==> src/rtl/pucch_ncs_extract_pkg.sv <==
// pucch_pkg: FSM state type, sizing constants and the mod-12 reduction shared by pucch_ncs_extract.
package pucch_pkg;
  typedef enum logic [2:0] {IDLE, LOAD, SKIP, COLLECT, DONE} ncs_state_t;
  localparam int NSLOT_MAX = 160;
  localparam int NCS_BITS = 8;
  localparam int CINIT_W = 31;
  localparam int CS_MOD = 12;
  // Long division by conditional subtraction of 12*2^k, k=4..0; exact for any s < 384.
  function automatic logic [3:0] cs_mod(input logic [8:0] s);
    logic [8:0] r;
    r = s;
    for (int k = 4; k >= 0; k--)
      if (r >= 9'(CS_MOD << k)) r = r - 9'(CS_MOD << k);
    return r[3:0];
  endfunction
endpackage

==> src/rtl/pucch_ncs_extract_pack.sv <==
// ncs_pack: LSB-first 8-bit packer for 1- or 8-bit generator words.
// o_grp_end flags (combinationally) the word that closes the current byte.
module ncs_pack #(
  parameter int nGenBit = 8
) (
  input  logic               clk,
  input  logic               rst,
  input  logic               clr,
  input  logic               i_valid,
  input  logic [nGenBit-1:0] i_bits,
  output logic               o_grp_end,
  output logic [7:0]         o_byte,
  output logic               o_byte_valid
);
  logic [7:0] nxt, byte_q, byte_d;
  logic       bv_q, bv_d;
  generate
    if (nGenBit == 8) begin : g_w8
      assign nxt = i_bits;
      assign o_grp_end = i_valid && !clr;
    end else begin : g_w1
      logic [7:0] acc_q, acc_d;
      logic [2:0] cnt_q, cnt_d;
      always_comb begin
        nxt = acc_q;
        nxt[cnt_q] = i_bits[0];
        acc_d = clr ? 8'd0 : (i_valid ? nxt : acc_q);
        cnt_d = clr ? 3'd0 : (i_valid ? cnt_q + 3'd1 : cnt_q);
      end
      assign o_grp_end = i_valid && !clr && cnt_q == 3'd7;
      always_ff @(posedge clk or negedge rst) begin
        if (!rst) begin
          acc_q <= '0;
          cnt_q <= '0;
        end else begin
          acc_q <= acc_d;
          cnt_q <= cnt_d;
        end
      end
    end
  endgenerate
  always_comb begin
    byte_d = o_grp_end ? nxt : byte_q;
    bv_d = o_grp_end;
  end
  always_ff @(posedge clk or negedge rst) begin
    if (!rst) begin
      byte_q <= '0;
      bv_q <= 1'b0;
    end else begin
      byte_q <= byte_d;
      bv_q <= bv_d;
    end
  end
  assign o_byte = byte_q;
  assign o_byte_valid = bv_q;
endmodule

==> src/rtl/pucch_ncs_extract.sv <==
// pucch_ncs_extract: drives a Gold c(n) generator, discards the bits of earlier slots and packs one 8-bit n_cs per symbol.
// Optional macro NCS_CYC_SHIFT_EN adds inputs i_m0/i_mcs and output o_cs = (m0 + mcs + n_cs) mod 12.
module pucch_ncs_extract
  import pucch_pkg::*;
#(
  parameter int nGenBit = 8,
  parameter int N_SLOT_SYMB = 14
) (
  input  logic                clk,
  input  logic                rst,
  input  logic                i_start,
  input  logic [9:0]          i_nid,
  input  logic [7:0]          i_nslot,
`ifdef NCS_CYC_SHIFT_EN
  input  logic [3:0]          i_m0,
  input  logic [3:0]          i_mcs,
`endif
  output logic                o_gen_load,
  output logic                o_gen_en,
  output logic [CINIT_W-1:0]  o_gen_init,
  input  logic [nGenBit-1:0]  i_gen_bits,
  input  logic                i_gen_valid,
  output logic [NCS_BITS-1:0] o_ncs,
  output logic [3:0]          o_ncs_idx,
  output logic                o_ncs_valid,
`ifdef NCS_CYC_SHIFT_EN
  output logic [3:0]          o_cs,
`endif
  output logic                o_busy,
  output logic                o_done,
  output logic                o_err
);
  ncs_state_t         state_q, state_d;
  logic [CINIT_W-1:0] init_q, init_d;
  logic [7:0]         nslot_q, nslot_d;
  logic [14:0]        skip_q, skip_d, skip_tgt;
  logic [3:0]         sym_q, sym_d, idx_q, idx_d;
  logic               err_q, err_d, done_q, done_d, grp_end;
  assign skip_tgt = 15'(N_SLOT_SYMB * int'(nslot_q) * NCS_BITS / nGenBit);
  always_comb begin
    state_d = state_q;
    init_d = init_q;
    nslot_d = nslot_q;
    skip_d = skip_q;
    sym_d = sym_q;
    idx_d = idx_q;
    err_d = 1'b0;
    done_d = state_q == DONE;
    case (state_q)
      IDLE: if (i_start) begin
        if (int'(i_nslot) >= NSLOT_MAX) err_d = 1'b1;
        else begin
          state_d = LOAD;
          init_d = {21'b0, i_nid};
          nslot_d = i_nslot;
        end
      end
      LOAD: begin
        skip_d = '0;
        sym_d = '0;
        state_d = (nslot_q == 8'd0) ? COLLECT : SKIP;
      end
      SKIP: if (i_gen_valid) begin
        skip_d = skip_q + 15'd1;
        if (skip_q == skip_tgt - 15'd1) state_d = COLLECT;
      end
      COLLECT: if (grp_end) begin
        idx_d = sym_q;
        sym_d = sym_q + 4'd1;
        if (sym_q == 4'(N_SLOT_SYMB - 1)) state_d = DONE;
      end
      DONE: state_d = IDLE;
      default: state_d = IDLE;
    endcase
  end
  always_ff @(posedge clk or negedge rst) begin
    if (!rst) begin
      state_q <= IDLE;
      init_q <= '0;
      nslot_q <= '0;
      skip_q <= '0;
      sym_q <= '0;
      idx_q <= '0;
      err_q <= 1'b0;
      done_q <= 1'b0;
    end else begin
      state_q <= state_d;
      init_q <= init_d;
      nslot_q <= nslot_d;
      skip_q <= skip_d;
      sym_q <= sym_d;
      idx_q <= idx_d;
      err_q <= err_d;
      done_q <= done_d;
    end
  end
  ncs_pack #(.nGenBit(nGenBit)) u_pack (
    .clk          (clk),
    .rst          (rst),
    .clr          (state_q == LOAD),
    .i_valid      (state_q == COLLECT && i_gen_valid),
    .i_bits       (i_gen_bits),
    .o_grp_end    (grp_end),
    .o_byte       (o_ncs),
    .o_byte_valid (o_ncs_valid)
  );
  // Enable is a pure state decode so it drops with the async reset.
  assign o_gen_load = state_q == LOAD;
  assign o_gen_en = state_q == LOAD || state_q == SKIP || state_q == COLLECT;
  assign o_gen_init = init_q;
  assign o_ncs_idx = idx_q;
  assign o_busy = state_q != IDLE;
  assign o_done = done_q;
  assign o_err = err_q;
`ifdef NCS_CYC_SHIFT_EN
  logic [3:0] m0_q, m0_d, mcs_q, mcs_d;
  always_comb begin
    m0_d = (state_q == IDLE && i_start) ? i_m0 : m0_q;
    mcs_d = (state_q == IDLE && i_start) ? i_mcs : mcs_q;
  end
  always_ff @(posedge clk or negedge rst) begin
    if (!rst) begin
      m0_q <= '0;
      mcs_q <= '0;
    end else begin
      m0_q <= m0_d;
      mcs_q <= mcs_d;
    end
  end
  assign o_cs = cs_mod(9'(m0_q) + 9'(mcs_q) + 9'(o_ncs));
`endif
endmodule

==> config.mk <==
export PLATFORM = sky130hd
export DESIGN_NAME = pucch_ncs_extract
export DESIGN_NICKNAME = d
export VERILOG_FILES = /design/src/rtl/pucch_ncs_extract_pkg.sv /design/src/rtl/pucch_ncs_extract_pack.sv /design/src/rtl/pucch_ncs_extract.sv
export SDC_FILE = /design/constraint.sdc
export NUM_CORES = 1
export LEC_CHECK = 0
export BUFFER_PORTS_ARGS = -buffer_cell sky130_fd_sc_hd__buf_2
export CORE_ASPECT_RATIO = 0.9
export CORE_UTILIZATION = 59
export DETAILED_ROUTE_END_ITERATION = 8
export PLACE_DENSITY = 0.88
export SLEW_MARGIN = 15
export SYNTH_ARGS = -nofsm -noshare
export SYNTH_HDL_FRONTEND = slang
export SYNTH_SLANG_ARGS = --single-unit
==> constraint.sdc <==
create_clock -name clk -period 8.75 [get_ports clk]
set_input_delay 0.4375 -clock clk [delete_from_list [all_inputs] [get_ports clk]]
set_output_delay 0.4375 -clock clk [all_outputs]
set_load 0.02 [all_outputs]
==> results of run 1 <==
per-layer routing:
layer	up-vias	wire length [µm]
met5	-	0
met4	0	127
met3	15	404
met2	97	3590
met1	1310	3060
li1	1314	-
area by class of cell:
cell class | instances | area (µm²) | share of cell area
multi-input cells | 283 | 1960 | 0.506
flip-flops and latches | 55 | 1380 | 0.355
repair buffers | 59 | 300 | 0.0774
well taps | 70 | 87.6 | 0.0226
clock buffers | 7 | 86.3 | 0.0223
inverters | 15 | 56.3 | 0.0145
clock inverters | 1 | 8.76 | 0.00226
worst max-delay path by stage:
stage | from | to | slack [ns] | cells after the start
3_5_place_dp | nslot_q[0] | state_q[0] | 5.25 | 10
3_3_place_gp | nslot_q[0] | state_q[0] | 5.38 | 10
2_1_floorplan | nslot_q[0] | state_q[0] | 5.49 | 10
5_1_grt | nslot_q[0] | state_q[0] | 4.97 | 10
4_1_cts | nslot_q[0] | state_q[0] | 5.21 | 10
6_report | nslot_q[0] | state_q[0] | 5.19 | 10
worst max-delay path: stages, from the launching register on:
cell and delay, ns:
sky130_fd_sc_hd__dfrtp_1 0.48, sky130_fd_sc_hd__fa_1 0.51, sky130_fd_sc_hd__ha_1 0.25, sky130_fd_sc_hd__fa_1 0.44, sky130_fd_sc_hd__xnor2_1 0.37, sky130_fd_sc_hd__nand3_2 0.29, sky130_fd_sc_hd__xor2_1 0.28, sky130_fd_sc_hd__mux2_2 0.36
sky130_fd_sc_hd__mux2i_1 0.15, sky130_fd_sc_hd__nand4_1 0.11, sky130_fd_sc_hd__o31ai_1 0.23
through the flow:
| step | cell area [µm²] | cells | total power, W | setup WS, ns | hold WS, ns |
|---|---|---|---|---|---|
| finish | 3880 | 490 | 0.00123 | 5.19 | 0.234 |
| detailed placement | 3780 | 482 | 0.00108 | 5.25 | 0.457 |
| CTS | 3880 | 490 | 0.00123 | 5.21 | 0.263 |
| floorplan | 3590 | 384 | 0.000921 | 5.49 | 0.142 |
| global route | 3880 | 490 | 0.00133 | 4.97 | 0.294 |
| global placement | 3780 | 482 | 0.00104 | 5.38 | 0.452 |
power by group through the flow:
stage	clock, W	sequential (W)	combinational [W]
floorplan	0	0.000421	0.000500
global placement	0	0.000385	0.000652
detailed placement	0	0.000391	0.000685
CTS	0.000150	0.000386	0.000691
global route	0.000158	0.000398	0.000773
finish	0.000146	0.000386	0.000694
layout by cell type, fill, tap and decap left out, types with 2 or more instances in the layout:
| cell type | count |
|---|---|
| sky130_fd_sc_hd__buf_4 | 2 |
| sky130_fd_sc_hd__and3_1 | 4 |
| sky130_fd_sc_hd__nand2b_1 | 3 |
| sky130_fd_sc_hd__inv_1 | 15 |
| sky130_fd_sc_hd__and3b_1 | 2 |
| sky130_fd_sc_hd__a21oi_1 | 9 |
| sky130_fd_sc_hd__a31oi_1 | 4 |
| sky130_fd_sc_hd__o22ai_1 | 4 |
| sky130_fd_sc_hd__fa_1 | 8 |
| sky130_fd_sc_hd__a211oi_1 | 3 |
| sky130_fd_sc_hd__buf_2 | 57 |
| sky130_fd_sc_hd__nand4_1 | 5 |
| sky130_fd_sc_hd__o21ai_0 | 11 |
| sky130_fd_sc_hd__mux2i_1 | 3 |
| sky130_fd_sc_hd__nor2_1 | 32 |
| sky130_fd_sc_hd__clkbuf_8 | 6 |
| sky130_fd_sc_hd__xnor2_1 | 14 |
| sky130_fd_sc_hd__mux2_2 | 18 |
| sky130_fd_sc_hd__o21ai_1 | 2 |
| sky130_fd_sc_hd__o21a_1 | 2 |
| sky130_fd_sc_hd__nor3_1 | 6 |
| sky130_fd_sc_hd__nand2_1 | 48 |
| sky130_fd_sc_hd__conb_1 | 21 |
| sky130_fd_sc_hd__nor4_1 | 3 |
| sky130_fd_sc_hd__dfrtp_1 | 55 |
| sky130_fd_sc_hd__or3_1 | 3 |
| sky130_fd_sc_hd__xor2_1 | 12 |
| sky130_fd_sc_hd__or2_2 | 2 |
| sky130_fd_sc_hd__nand3b_1 | 2 |
| sky130_fd_sc_hd__and4_1 | 2 |
| sky130_fd_sc_hd__nand3_1 | 13 |
| sky130_fd_sc_hd__a211o_1 | 3 |
| sky130_fd_sc_hd__ha_1 | 18 |
| sky130_fd_sc_hd__and2_1 | 3 |
flip-flops by register name, summed over array words and instances, names as in the netlist:
| name | count |
|---|---|
| skip_q | 15 |
| o_gen_init | 10 |
| nslot_q | 8 |
| u_pack.o_byte | 8 |
| o_ncs_idx | 4 |
| sym_q | 4 |
| state_q | 3 |
| o_done | 1 |
| o_err | 1 |
| u_pack.o_byte_valid | 1 |
cells by family after synthesis:
| logic type | share of synthesized area |
|---|---|
| AOI/OAI and AO/OA | 0.103 |
| xor gates and xnor gates | 0.0711 |
| adders and majority gates | 0.110 |
| buffers and inverters | 0.0718 |
| DFF | 0.391 |
| muxes | 0.0661 |
| other | 0.00107 |
| and+or+nand+nor | 0.186 |
==> impl_metrics.tcl, run 1 <==
set metrics [dict create \
    slew_headroom 0.404 \
    powerDensity_mw_per_mm2 316 \
    synth-warning-count 0 \
    met1_usage 0.295 \
    fillerInstances 418 \
    globalRouteOverflowTotal 0 \
    max_freq_ghz 0.281 \
    grt_pass1_wl_um 11400 \
    grt_max_degree 56 \
    postSynth.asyncResetShare 1.00 \
    hold_wc_path_type "in -> async" \
    cp_max_fo 9 \
    slew_worst_pin_ns 0.891 \
    netlist_top_cells_area "sky130_fd_sc_hd__dfrtp_1 39%, sky130_fd_sc_hd__ha_1 6.4%, sky130_fd_sc_hd__mux2_2 5.8%" \
    postCtsSetupBuffers 0 \
    cts_hold_buf 0 \
    globalRouteMet2Util 0.393 \
    worst_r2r_endpoint "state_q[0]" \
    num-nets-final 475 \
    grt_busiest_layer "met2" \
    cp_data_required_time_ns 8.96 \
    dr.pass1.iters 5 \
    pwr-share-clk 0.119 \
    post_drt_wl_per_cell_um 14.7 \
    synthFlopType "sky130_fd_sc_hd__dfrtp_1" \
    fin_crit_ns 3.56 \
    timing.setup.tns_ns 0 \
    vias_in_the_first_global_route 2482 \
    grtUsageMet3 0.0504 \
    postLayoutCoreUtil 0.678 \
    gp_congestion 0.832 \
    setup.worst_path.end_class "flop" \
    detailedPlacementHpwl_um 5410 \
    route.final.wire_length_um 7180 \
    clock_sinks 55 \
    worstSkewPairLatency_ns 0.31 \
    synth_cell_types 58 \
    number_of_flops_mapped_to_enable_cells_by_yosys 0 \
    synth.yosys.seq_area_share 0.391 \
    gates_resized_cts_repair 0 \
    synth.cells.most_frequent "55 x sky130_fd_sc_hd__dfrtp_1, 48 x sky130_fd_sc_hd__nand2_1, 32 x sky130_fd_sc_hd__nor2_1" \
    layout-drive-gt1-share 0.219 \
    timing.setup.critical_path_class "reg -> reg" \
    yosys_register_bits 55 \
    synth.top_cell.area_share 0.391 \
    p_leak_nw 1.96 \
    syn-cell-area_mm2 0.00352 \
    ctsLongestPathBuffers 2 \
    dr_iter_0_viols 177 \
    timing.final.hold_violations 0 \
    detailroute.via_count 2736 \
    reg2reg_slack_ns 5.19 \
    die_h_um 75.3 \
    clock-skew-final_ns 0.0129 \
    power_switching_w 0.000547 \
    cts.htree.levels 2 \
    num_rows 26 \
    p_int_w 0.000679 \
    yosys.cell_count.top_type "sky130_fd_sc_hd__dfrtp_1" \
    floorplan.initialDensity 0.615 \
    worst_setup_hold_path_clk_slew_ns 0.10 \
    syn_to_final_growth_pct 10.3 \
    tritoncts "yes" \
    ios 79 \
    worst_ir_drop_vdd_uv 219 \
    place.port_buffers 57 \
    yosys.area.top_type "sky130_fd_sc_hd__dfrtp_1" \
    via_per_inst 5.58 \
    r2r.worst_path.cells 10 \
    die-area_mm2 0.00628 \
    r2r_start "nslot_q[0]" \
    timing_max_transition_violations_final 0 \
    timing.critical_path.arrival_ns 3.77 \
    status "completed" \
    drtAntennaViolNets 0 \
    core_area_mm2 0.00573 \
    netSwitchingFraction 0.446 \
    layout_worst_path_cycle_share 0.406 \
    post-route-drc-count 0 \
    syn_area_cell_um2 9.67 \
    maxcap_viol_count 0 \
    clk_root_buffer_cell "sky130_fd_sc_hd__clkbuf_8" \
    insertedDiodeCount 0 \
    rsz0062_at_grt "no" \
    syn-instance-count 364 \
    final_setup_violation_count 0 \
    fp.dieW_um 83.4 \
    comb_power_share 0.566 \
    grtUsageTotal 0.231 \
    cts_buffers 5 \
    power_frac_seq 0.315 \
    grt_antenna_before_repair 0 \
    critical_path.startpoint_type "flop" \
]
Power figures use the tool's default switching activity.
==> run 2, diff against run 1 <==
Settings changed: CORE_UTILIZATION 59 to 49, PLACE_DENSITY 0.88 to 0.78.
Clock period 8.75 ns to 3.1 ns, I/O delays scaled along.
==> run 2 against run 1 <==
Against the previous run:
- clock power grew to 2.7 times the previous value
- routed wire length decreased by 0.45%
- power increased to 3.0 times the previous value
- register-to-register slack worse by 5.1 ns
- hold slack worse by 0.21 ns
==> impl_metrics.tcl, run 2 (same netlist as run 1, synthesis figures left out) <==
set metrics [dict create \
    post_layout_nonfiller_instances 521 \
    max_flop_register "skip_q" \
    die_h_um 82.4 \
    syn_to_final_growth_pct 15.5 \
    final_cell_mix "57 x sky130_fd_sc_hd__buf_2, 54 x sky130_fd_sc_hd__dfrtp_1, 48 x sky130_fd_sc_hd__nand2_1" \
    worst_r2r_endpoint "state_q[0]" \
    post_drt_wl_per_cell_um 13.7 \
    grtUsageTotal 0.193 \
    critical_path.startpoint_type "flop" \
    fp.dieW_um 91.3 \
    clk_root_buffer_cell "sky130_fd_sc_hd__clkbuf_8" \
    drtAntennaViolNets 0 \
    setup.worst_path.end "state_q[0]" \
    vias_in_the_first_global_route 2451 \
    fin_crit_ns 3.04 \
    largest_register_ff_count 15 \
    floorplan.initialDensity 0.520 \
    layout_worst_path_cycle_share 0.981 \
    place.port_buffers 57 \
    status "completed" \
    num_rows 28 \
    route.final.wire_length_um 7150 \
    fillerInstances 584 \
    maxcap_viol_count 0 \
    worst_ir_drop_vdd_uv 460 \
    r2r_start "nslot_q[1]" \
    detailedPlacementHpwl_um 5450 \
    timing.setup.tns_ns 0 \
    p_leak_nw 2.02 \
    tritoncts "yes" \
    timing.setup.critical_path_class "reg -> reg" \
    powerDensity_mw_per_mm2 906 \
    grt_max_degree 39 \
    num-nets-final 487 \
    worstSkewPairLatency_ns 0.31 \
    ios 79 \
    detailroute.via_count 2741 \
    slew_headroom 0.447 \
    postCtsSetupBuffers 0 \
    max_freq_ghz 0.329 \
    clock-skew-final_ns 0.0141 \
    slew_worst_pin_ns 0.829 \
    worstSetupStartpoint "nslot_q[1]" \
    clock_sinks 55 \
    dr_iter_0_viols 157 \
    globalRouteOverflowTotal 0 \
    cp_data_required_time_ns 3.31 \
    final_setup_violation_count 0 \
    hold_wc_path_type "in -> reg" \
    grt_antenna_before_repair 0 \
    setup.worst_path.end_class "flop" \
    worst_setup_hold_path_clk_slew_ns 0.10 \
    layout.cells.most_common "sky130_fd_sc_hd__buf_2" \
    rsz0062_at_grt "yes" \
    timing_max_transition_violations_final 0 \
    timing.final.hold_violations 0 \
    via_per_inst 5.26 \
    finish.instance_area_mm2 0.00406 \
    reg2reg_slack_ns 0.06 \
    cts.htree.levels 2 \
    die-area_mm2 0.00752 \
    post-route-drc-count 0 \
    place_inst 513 \
    r2r.worst_path.cells 10 \
    insertedDiodeCount 0 \
    cell_area_after_placement_mm2 0.00390 \
    core_area_mm2 0.00676 \
    total_power_w 0.00368 \
    postLayoutCoreUtil 0.601 \
    ctsLongestPathBuffers 2 \
    timing.critical_path.arrival_ns 3.25 \
    layout-drive-gt1-share 0.271 \
    cts_buffers 5 \
    grt_pass1_wl_um 11400 \
    gp_congestion 0.900 \
    cp_max_fo 3 \
    dr.pass1.iters 4 \
]
run 2: cell types whose count changed in the layout (fill, tap and decap cells not counted), sizes merged:
cell / delta
clkinv: +1
clkbuf: -2
buf: +11
dlygate4sd3: +1
run 2: per-stage QoR:
| step | hold WS (ns) | worst slack [ns] |
|---|---|---|
| final | 0.0282 | 0.0591 |
| after CTS | 0.0197 | 0.00581 |
| after global routing | 0.0195 | -0.0388 |
| after floorplan | -0.141 | -0.00467 |
| after global placement | 0.283 | -0.0106 |
| after detailed placement | 0.295 | -0.0830 |
run 2: layer usage:
layer  wire, µm  vias up  track usage
met1       3280     1320        0.256
met5          0        -            0
met3        322        9       0.0394
met4         83        0       0.0524
li1           -     1335            -
met2       3460       77        0.325
run 2: how the worst min path moves through the flow:
| stage | to | from | depth (start not counted) | slack (ns) |
|---|---|---|---|---|
| 6_report | u_pack.o_byte[2] | i_gen_bits[2] | 3 | 0.03 |
| 5_1_grt | u_pack.o_byte[5] | i_gen_bits[5] | 3 | 0.02 |
| 4_1_cts | u_pack.o_byte[2] | i_gen_bits[2] | 3 | 0.02 |
| 3_5_place_dp | o_gen_init[7] | rst | 1 | 0.30 |
| 3_3_place_gp | o_gen_init[2] | rst | 1 | 0.28 |
| 2_1_floorplan | nslot_q[0] | rst | 0 | -0.14 |
run 2: area by class of cell:
class / instances / area (µm²) / area share
Tap cell: 90 / 113 / 0.0277
Timing Repair Buffer: 71 / 393 / 0.0967
Multi-Input combinational cell: 283 / 2040 / 0.502
Clock buffer: 5 / 68.8 / 0.0169
Clock inverter: 2 / 13.8 / 0.00339
Sequential cell: 55 / 1380 / 0.339
Inverter: 15 / 56.3 / 0.0139
run 2: repair_timing:
action / CTS / global route
hold endpoints to repair: 37 / 0
resized for setup: 3 / 13
endpoints found under the setup margin: 1 / 1
pin swaps: 1 / 3
hold buffers: 1 / 0
run 2: power breakdown:
group          switching (W)  total (W)  internal, W
clock network       0.000232   0.000387     0.000155
logic                0.00124    0.00221     0.000976
registers           0.000177    0.00108     0.000907
run 2: worst max-delay path, cell delays in order (launching register included):
cell and delay [ns]:
sky130_fd_sc_hd__dfrtp_1 0.43, sky130_fd_sc_hd__fa_1 0.48, sky130_fd_sc_hd__ha_2 0.20, sky130_fd_sc_hd__fa_2 0.37
sky130_fd_sc_hd__a211oi_4 0.22, sky130_fd_sc_hd__nor4b_1 0.08, sky130_fd_sc_hd__or3b_4 0.41, sky130_fd_sc_hd__or2_1 0.25
sky130_fd_sc_hd__o311a_1 0.29, sky130_fd_sc_hd__a31oi_1 0.14, sky130_fd_sc_hd__o31ai_1 0.08
==> run 3, diff against run 2 <==
Settings changed: RECOVER_POWER from default to 100.
==> run 3 against run 2 <==
Against the previous run:
- utilization down 0.72 points
- fmax about the same
- critical endpoint unchanged
- highest routed layer unchanged
- setup slack worse by 0.0011 ns
- power decreased by 0.82%
- clock skew is 0.00094 ns lower
- combinational power shrank 2%
- first-iteration DRC count is 12% lower
- the flow now finishes with violations (capacitance limit, slew limit)
- global-route usage did not move
==> impl_metrics.tcl, run 3 (same netlist as run 1, synthesis figures left out) <==
set metrics [dict create \
    cp_data_required_time_ns 3.31 \
    grtUsageTotal 0.193 \
    final_setup_violation_count 0 \
    place.port_buffers 57 \
    min_delay_path_depth 3 \
    timing.setup.critical_path_class "reg -> reg" \
    reg2reg_slack_ns 0.06 \
    status "finished, violations left" \
    final_cell_mix "54 x sky130_fd_sc_hd__dfrtp_1, 48 x sky130_fd_sc_hd__nand2_1, 31 x sky130_fd_sc_hd__nor2_1, 31 x sky130_fd_sc_hd__clkbuf_1, 29 x sky130_fd_sc_hd__buf_2" \
    grt_max_degree 39 \
    hold_wc_path_type "in -> reg" \
    fp.dieW_um 91.3 \
    worst_ir_drop_vdd_uv 459 \
    largest_register_ff_count 15 \
    violated_checks "capacitance limit, slew limit" \
    post-route-worst-setup-slack_ns 0.0580 \
    register_area_mm2 0.00138 \
    route.final.wire_length_um 7160 \
    detailedPlacementHpwl_um 5450 \
    comb_power_share 0.595 \
    timing_max_transition_violations_final 39 \
    post-place-ws_ns -0.0830 \
    ios 79 \
    layout_worst_path_cycle_share 0.981 \
    layout-drive-gt1-share 0.197 \
    pwr-share-clk 0.107 \
    rsz0062_at_grt "yes" \
    num_rows 28 \
    r2r_start "nslot_q[1]" \
    globalRouteMet2Util 0.325 \
    netSwitchingFraction 0.452 \
    setup.worst_path.end_class "flop" \
    powerDensity_mw_per_mm2 910 \
    detailroute.via_count 2727 \
    power_frac_seq 0.298 \
    worst_r2r_endpoint "state_q[0]" \
    die-area_mm2 0.00752 \
    maxcap_viol_count 1 \
    insertedDiodeCount 0 \
    die_h_um 82.4 \
    timing.final.hold_violations 0 \
    worstSetupStartpoint "nslot_q[1]" \
    clock_sinks 55 \
    cp_num_buf_inv 0 \
    ctsLongestPathBuffers 2 \
    post_drt_wl_per_cell_um 13.7 \
    num-nets-final 487 \
    cts.htree.levels 2 \
    r2r.worst_path.cells 10 \
    globalRouteOverflowTotal 0 \
    timing.critical_path.arrival_ns 3.25 \
    critical_path_cell_with_the_highest_stage_delay "sky130_fd_sc_hd__fa_1" \
    clock-skew-final_ns 0.0132 \
    syn_to_final_growth_pct 14.1 \
    worst_setup_hold_path_clk_slew_ns 0.10 \
    max_flop_register "skip_q" \
    cp_cell_sequence "fa_1 -> ha_2 -> fa_2 -> a211oi_4 -> nor4b_1 -> or3b_4 -> or2_1 -> o311a_1 -> a31oi_1 -> o31ai_1" \
    met1_usage 0.256 \
    grt_pass1_wl_um 11400 \
    slew_headroom -0.331 \
    floorplan.initialDensity 0.520 \
    tritoncts "yes" \
    core_area_mm2 0.00676 \
    grtUsageMet3 0.0394 \
    dr_iter_0_viols 138 \
    p_int_w 0.00200 \
    cts_buffers 5 \
    power_switching_w 0.00165 \
    fillerInstances 605 \
    grt_busiest_layer "met2" \
    max_stage_delay_ns 0.48 \
    place_inst 513 \
    p_leak_nw 1.92 \
    layout.cells.most_common "sky130_fd_sc_hd__dfrtp_1" \
    cp_max_fo 3 \
    via_per_inst 5.23 \
    gp_congestion 0.900 \
    area_of_the_multi_input_gates_mm2 0.00204 \
    max_freq_ghz 0.329 \
    vias_in_the_first_global_route 2451 \
    timing.hold.worst_endpoint "u_pack.o_byte[2]" \
    dr.pass1.iters 4 \
    holdCritStartpoint "i_gen_bits[2]" \
    critical_path.startpoint_type "flop" \
    post_layout_nonfiller_instances 521 \
    clk_root_buffer_cell "sky130_fd_sc_hd__clkbuf_8" \
    drtAntennaViolNets 0 \
    grt_antenna_before_repair 0 \
    cpLargestDelayFamily "adder cells" \
    fin_crit_ns 3.04 \
    slew_worst_pin_ns 2.00 \
    post-route-drc-count 0 \
    worstSkewPairLatency_ns 0.31 \
]
==> run 3: cell count changes in the layout (fill, tap and decap cells not counted), sizes merged <==
cell and delta:
buf -32, clkbuf +32
==> run 3: timing repair <==
action | in CTS | in global routing
pin swaps | 1 | 3
hold buffers | 1 | 0
buffers inserted | 0 | 0
gates resized for setup | 3 | 13
gates cloned | 0 | 0
endpoints found under the hold margin | 37 | 0
endpoints found under the setup margin | 1 | 1
==> run 3: worst min-delay path, delay by kind of cell <==
family,cells,cell delay (ns)
simple gates,2,0.08
buf+inv,1,0.07
==> run 3: worst max-delay path by stage <==
stage / end / slack, ns / depth (start not counted)
floorplan: state_q[0] / -0.005 / 10
global placement: state_q[0] / -0.01 / 10
detailed placement: state_q[0] / -0.08 / 10
CTS: state_q[0] / 0.006 / 11
global route: state_q[0] / -0.04 / 12
finish: state_q[0] / 0.06 / 10
==> run 3: metal layers <==
metal  routed length [µm]  share of wire
met2                 3430           0.48
met5                    0              0
met3                  271          0.038
met4                   85          0.012
met1                 3370           0.47
==> run 3: final cells by class <==
class,count,share of cell area
inverters,15,0.0140
clock inverters,2,0.00343
well taps,90,0.0281
clock buffers,5,0.0171
flip-flops and latches,55,0.343
multi-input cells,283,0.508
repair buffers,71,0.0857
==> run 3: power by group through the flow <==
stage / registers, W / logic [W] / clock network, W
4_1_cts: 0.00109 / 0.00207 / 0.000397
6_report: 0.00109 / 0.00217 / 0.000390
3_3_place_gp: 0.00108 / 0.00197 / 0
5_1_grt: 0.00112 / 0.00238 / 0.000422
2_1_floorplan: 0.00119 / 0.00142 / 0
3_5_place_dp: 0.00110 / 0.00204 / 0
==> run 3: per-stage QoR <==
step | power [W] | instance area, µm² | hold slack, ns | util | setup TNS (ns)
detailed placement | 0.00314 | 3900 | 0.295 | 0.576 | -0.0830
CTS | 0.00355 | 4000 | 0.0197 | 0.592 | 0
floorplan | 0.00260 | 3600 | -0.141 | - | -0.00467
global placement | 0.00305 | 3900 | 0.283 | 0.576 | -0.0106
finish | 0.00365 | 4010 | 0.0271 | 0.594 | 0
global route | 0.00392 | 4010 | 0.0195 | 0.594 | -0.0388
